===== src/rtl/cdb_arbiter.sv =====
// Common Data Bus arbiter: one holding buffer per functional-unit result port,
// round-robin selection of one buffered result per cycle onto a registered broadcast.
module cdb_arbiter #(
   parameter int NUM_REQ = 3,
   parameter int TAG_W   = 5,
   parameter int PHY_W   = 6,
   parameter int DATA_W  = 32,
   localparam int SRC_W  = $clog2(NUM_REQ)
) (
   input  logic                      clk,
   input  logic                      reset,
   input  logic                      flush,
   input  logic [NUM_REQ-1:0]        fu_valid,
   output logic [NUM_REQ-1:0]        fu_ready,
   input  logic [NUM_REQ*TAG_W-1:0]  fu_tag,
   input  logic [NUM_REQ*PHY_W-1:0]  fu_phy_reg,
   input  logic [NUM_REQ*DATA_W-1:0] fu_data,
   output logic                      cdb_valid,
   output logic [TAG_W-1:0]          cdb_tag,
   output logic [PHY_W-1:0]          cdb_phy_reg,
   output logic [DATA_W-1:0]         cdb_data,
   output logic [SRC_W-1:0]          cdb_src
);

   logic [NUM_REQ-1:0] buf_valid;
   logic [TAG_W-1:0]   buf_tag  [NUM_REQ];
   logic [PHY_W-1:0]   buf_phy  [NUM_REQ];
   logic [DATA_W-1:0]  buf_data [NUM_REQ];
   logic [SRC_W-1:0]   rr_ptr;

   logic               hi_found;
   logic               lo_found;
   logic [SRC_W-1:0]   hi_idx;
   logic [SRC_W-1:0]   lo_idx;
   logic               grant_any;
   logic [SRC_W-1:0]   grant_idx;
   logic [SRC_W-1:0]   rr_next;
   logic [NUM_REQ-1:0] grant;
   logic [NUM_REQ-1:0] capture;
   logic [TAG_W-1:0]   sel_tag;
   logic [PHY_W-1:0]   sel_phy;
   logic [DATA_W-1:0]  sel_data;

   // Two-segment priority search: lowest valid index at/above rr_ptr wins,
   // otherwise lowest valid index below rr_ptr (the wrapped part of the ring).
   always_comb begin
      hi_found = 1'b0;
      lo_found = 1'b0;
      hi_idx   = '0;
      lo_idx   = '0;
      for (int i = NUM_REQ - 1; i >= 0; i--) begin
         if (buf_valid[i]) begin
            if (i >= int'(rr_ptr)) begin
               hi_found = 1'b1;
               hi_idx   = SRC_W'(i);
            end else begin
               lo_found = 1'b1;
               lo_idx   = SRC_W'(i);
            end
         end
      end
      grant_any = hi_found | lo_found;
      grant_idx = hi_found ? hi_idx : lo_idx;
   end

   always_comb begin
      grant    = '0;
      sel_tag  = '0;
      sel_phy  = '0;
      sel_data = '0;
      for (int i = 0; i < NUM_REQ; i++) begin
         if (grant_any && (grant_idx == SRC_W'(i))) begin
            grant[i] = 1'b1;
            sel_tag  = buf_tag[i];
            sel_phy  = buf_phy[i];
            sel_data = buf_data[i];
         end
      end
   end

   assign rr_next = (grant_idx == SRC_W'(NUM_REQ - 1)) ? '0 : grant_idx + 1'b1;

   // A buffer being drained this cycle can be refilled in the same cycle.
   assign fu_ready = (reset && !flush) ? (~buf_valid | grant) : '0;
   assign capture  = fu_valid & fu_ready;

   always_ff @(posedge clk or negedge reset) begin
      if (!reset) begin
         for (int i = 0; i < NUM_REQ; i++) begin
            buf_tag[i]  <= '0;
            buf_phy[i]  <= '0;
            buf_data[i] <= '0;
         end
      end else begin
         for (int i = 0; i < NUM_REQ; i++) begin
            if (capture[i]) begin
               buf_tag[i]  <= fu_tag[i*TAG_W +: TAG_W];
               buf_phy[i]  <= fu_phy_reg[i*PHY_W +: PHY_W];
               buf_data[i] <= fu_data[i*DATA_W +: DATA_W];
            end
         end
      end
   end

   always_ff @(posedge clk or negedge reset) begin
      if (!reset) begin
         buf_valid   <= '0;
         rr_ptr      <= '0;
         cdb_valid   <= 1'b0;
         cdb_tag     <= '0;
         cdb_phy_reg <= '0;
         cdb_data    <= '0;
         cdb_src     <= '0;
      end else if (flush) begin
         buf_valid <= '0;
         cdb_valid <= 1'b0;
      end else begin
         buf_valid <= (buf_valid & ~grant) | capture;
         cdb_valid <= grant_any;
         if (grant_any) begin
            cdb_tag     <= sel_tag;
            cdb_phy_reg <= sel_phy;
            cdb_data    <= sel_data;
            cdb_src     <= grant_idx;
            rr_ptr      <= rr_next;
         end
      end
   end

endmodule


===== config.mk =====
export PLATFORM = sky130hd
export DESIGN_NAME = cdb_arbiter
export DESIGN_NICKNAME = d
export VERILOG_FILES = /design/src/rtl/cdb_arbiter.sv
export SDC_FILE = /design/constraint.sdc
export NUM_CORES = 1
export LEC_CHECK = 0
export ABC_AREA = 1
export BUFFER_PORTS_ARGS = -buffer_cell sky130_fd_sc_hd__buf_2
export CAP_MARGIN = 20
export CELL_PAD_IN_SITES_DETAIL_PLACEMENT = 0
export CELL_PAD_IN_SITES_GLOBAL_PLACEMENT = 1
export CORE_UTILIZATION = 30
export CTS_BUF_LIST = sky130_fd_sc_hd__clkbuf_8
export DETAILED_ROUTE_END_ITERATION = 16
export HOLD_SLACK_MARGIN = 0.06
export MAX_ROUTING_LAYER = met4
export PLACE_DENSITY_LB_ADDON = 0.1
export SYNTH_ARGS = -nofsm -noshare
export SYNTH_HDL_FRONTEND = slang
export SYNTH_SLANG_ARGS = --single-unit

===== constraint.sdc =====
create_clock -name clk -period 3.7 [get_ports clk]
set_input_delay 0.925 -clock clk [delete_from_list [all_inputs] [get_ports clk]]
set_output_delay 0.925 -clock clk [all_outputs]
set_load 0.005 [all_outputs]

==> results by stage <==
Run status:
- The run finished with clean final reports.

STA:
- The setup total negative slack is 0 ps.
- The maximum clock frequency is 0.317 GHz.
- The count of endpoints failing hold in the final timing report is 0.
- The clock tree skew after final layout is 19.7 ps.
- Measured against its own limit, the worst slew margin works out to 31.5%.
- The final critical-path required period is 3160 ps.
- For the pin with the worst max-slew slack, the measured transition is 1020 ps.
- The number of setup violations in the final report is 0.
- Dividing the final minimum period by the clock period gives 85.3%.
- Setup repair after global routing left no endpoint under its margin.
- The final-layout worst hold slack is 479 ps.
- The max-slew violation total from the final report is 0.

Finish:
- The count of non-filler cells in the finished layout is 1,500.
- Of the cells placed in the final design, the portion with a size suffix greater than 1 is a little under a quarter.
- The register with the most flip-flops in the layout has 96 of them.
- 0 antenna diodes ended up in the layout.
- In the layout the commonest cells are sky130_fd_sc_hd__nand2_1 (389), sky130_fd_sc_hd__buf_2 (182), sky130_fd_sc_hd__dfrtp_1 (180).
- For this run, the share of the core covered by cells in the final layout is between 30% and 40%.
- The largest registers in the layout are buf_data (96), cdb_data (32), buf_phy (18).
- The area occupied by registers is 0.00450 mm².
- The area added between synthesis and finish is 19.5%.
- The number of nets in the final layout is between 1,000 and 1,500.
- The most common cell after layout, fill and taps aside is sky130_fd_sc_hd__nand2_1.
- Summing all multi-input logic gate instances after layout gives 0.00314 mm².
- The filler cells instantiated in the layout total 2,923.
- The register with the most flip-flops is buf_data.

Place:
- The final weighted congestion in routability-driven placement is 0.732.
- The count of placed standard cells including taps is 1,468.
- The count of buffers added on input and output ports is 183.
- Detailed placement ended at an HPWL of approximately 16,000 µm.

Critical path:
- The cell type with the highest occurrence count on the critical path is sky130_fd_sc_hd__nand2_1.
- The startpoint type of the worst setup path is a register.
- The critical path's slowest cell is sky130_fd_sc_hd__dfrtp_1.
- Grouping stages by cell kind, the critical path spends the most delay in simple AND/OR/NAND/NOR gates.
- The delay of the slowest critical-path stage is ~420 ps.
- Traced cell by cell, the critical path runs through nand2_1, nand2_1, nand2_1, nand2_4, inv_2, nand4_2, a21oi_1, buf_2.
- The largest fanout on the critical path is 46.
- The critical path is of the register to primary output type.
- The worst setup path is captured at a primary output.
- The endpoint arrival time on the critical path is between 2000 and 2500 ps.
- The total buffers and inverters traversed by the critical path is 2.
- The critical path data required time is 2770 ps.

CTS:
- The deepest level of the CTS H-tree is 4.
- The number of buffers inserted during clock tree synthesis is 17.
- The clock sink count is 180.
- The deepest clock path buffer count is 2.
- Clock-pin slew was measured on the worst setup and hold paths at 100 ps.
- The quantity of hold-fixing buffers added after cts is 0.
- The total setup buffers inserted after CTS is 0.
- At the later pin of the worst-skew pair, clock insertion delay measures 470 ps.
- The post-cts resize count is 0.
- The root buffer cell chosen for the clock tree is sky130_fd_sc_hd__clkbuf_8.
- The clock tree from TritonCTS is built.

Global routing:
- After global routing the overflow that remains totals 0.
- The first-pass GRT wire length is 41,600 µm.
- The maximum number of pins on one net before global-route repair is 62.
- The via count of the first global-routing pass is approximately 7,400.
- The initial antenna violation count is 0.
- The total global routing track utilization is about 20%.

Die:
- The horizontal die dimension is 167 µm.
- For this design the top-level I/O count stands at 184.
- The core box area is 0.0269 mm².
- The initial cell density of the core is just over 30%.
- The number of cell rows is 60.
- In this run the vertical extent of the chip is 167 µm.
- The area of the die is 0.0279 mm².

Flow run:
- The count of max-cap constraint violations is 0.

Synth:
- In the post-synthesis netlist, the biggest area contributors are sky130_fd_sc_hd__dfrtp_1 (55%), sky130_fd_sc_hd__nand2_1 (18%), sky130_fd_sc_hd__nand3_1 (6.1%).
- The count of synthesis-stage warnings from yosys is 0.
- The netlist uses 20 different library cells.
- Summed over all instances, the cell type with the most area after synthesis is sky130_fd_sc_hd__dfrtp_1.
- Sequential elements use 55.1% of the synthesized area.
- Synthesis produced 997 cells.
- The area share of the leading cell type in the synthesized netlist is 55.1%.
- After synthesis, the mean cell area works out to 8.20 µm².
- The synthesized design contains 180 register bits.
- The number of nets produced by synthesis is approximately 1,100.
- The netlist area before placement is 0.00818 mm².

Routing:
- The number of nets with antenna violations after detailed routing is 0.
- Wires add up to 25,900 µm.
- For this block, the via count after detailed routing is 7,076.
- Dividing the detail-routed wire length by the instance count gives 17.3 µm.
- The number of design-rule violations left by the first detailed-router iteration is 436.
- The pre-antenna-repair detailed-routing pass consisted of 4 iterations.
- After detailed routing, the number of vias per cell comes to 4.72.
- For this run, design rule violations remaining after detail routing come to 0.

Min path:
- The kind of path behind the tightest hold check is register to register.

Power:
- The total power divided by cell area is 532 mW/mm².
- The total power draw is 5.20 mW.
- The peak supply drop is 0.000199 V.
- The total leakage power is 5.46 nW.
worst reg2reg max path, stage by stage, from the launching register on:
cell and delay, ps:
sky130_fd_sc_hd__dfrtp_1 470, sky130_fd_sc_hd__inv_1 110, sky130_fd_sc_hd__nand3_2 500, sky130_fd_sc_hd__nand2_4 750
sky130_fd_sc_hd__inv_1 490, sky130_fd_sc_hd__nand2_1 230, sky130_fd_sc_hd__nand2_1 70
cell type report:
cell class,count,area share (%)
Timing Repair Buffer,199,10.7
Clock buffer,19,2.68
Tap cell,341,4.37
Clock inverter,13,1.75
Multi-Input combinational cell,688,32.1
Inverter,60,2.30
Sequential cell,180,46.1
metrics by stage:
step / instance area (µm²) / worst slack, ps
3_3_place_gp: 9340 / 698
2_1_floorplan: 8180 / 988
3_5_place_dp: 9340 / 706
6_report: 9770 / 544
5_1_grt: 9770 / 335
4_1_cts: 9770 / 485
cells in the mapped netlist, drive strengths merged:
cell type / count
buf: 38
a21oi: 97
clkbuf: 31
nand4: 44
nand2: 395
nor2: 36
o21ai: 14
inv: 60
dfrtp: 180
nand3: 102
path summary, 6_finish.rpt:
path | from | slack, ps | cells after the start | end
max | rr_ptr[1] | 540 | 8 | fu_ready[0]
min | buf_data[32] | 480 | 2 | buf_data[32]
max reg2reg | buf_valid[0] | 980 | 6 | cdb_data[30]
min reg2reg | buf_data[32] | 480 | 2 | buf_data[32]
max in group asynchronous | reset | 1940 | 3 | buf_tag[13]
min in group asynchronous | reset | 610 | 2 | buf_data[81]
routing by layer:
layer / track usage, % / wire length, µm
met1: 27.7 / 12900
met2: 31.3 / 11900
met3: 2.39 / 896
met4: 4.59 / 191
met5: - / 0
power breakdown:
| part | switching (mW) | total [mW] | internal, mW |
|---|---|---|---|
| clock | 0.785 | 1.50 | 0.716 |
| sequential | 0.203 | 2.58 | 2.38 |
| combinational | 0.687 | 1.12 | 0.429 |
| total | 1.67 | 5.20 | 3.52 |
kinds of logic (layout without fill, tap and decap cells):
logic type	count (synthesis)	in the layout	share of synthesized area (%)
buffers and inverters	129	291	6.79
flip-flops	180	180	55.1
AND/OR/NAND/NOR	577	577	30.0
AO/OA/AOI/OAI	111	111	8.17
Power figures use the tool's default switching activity.
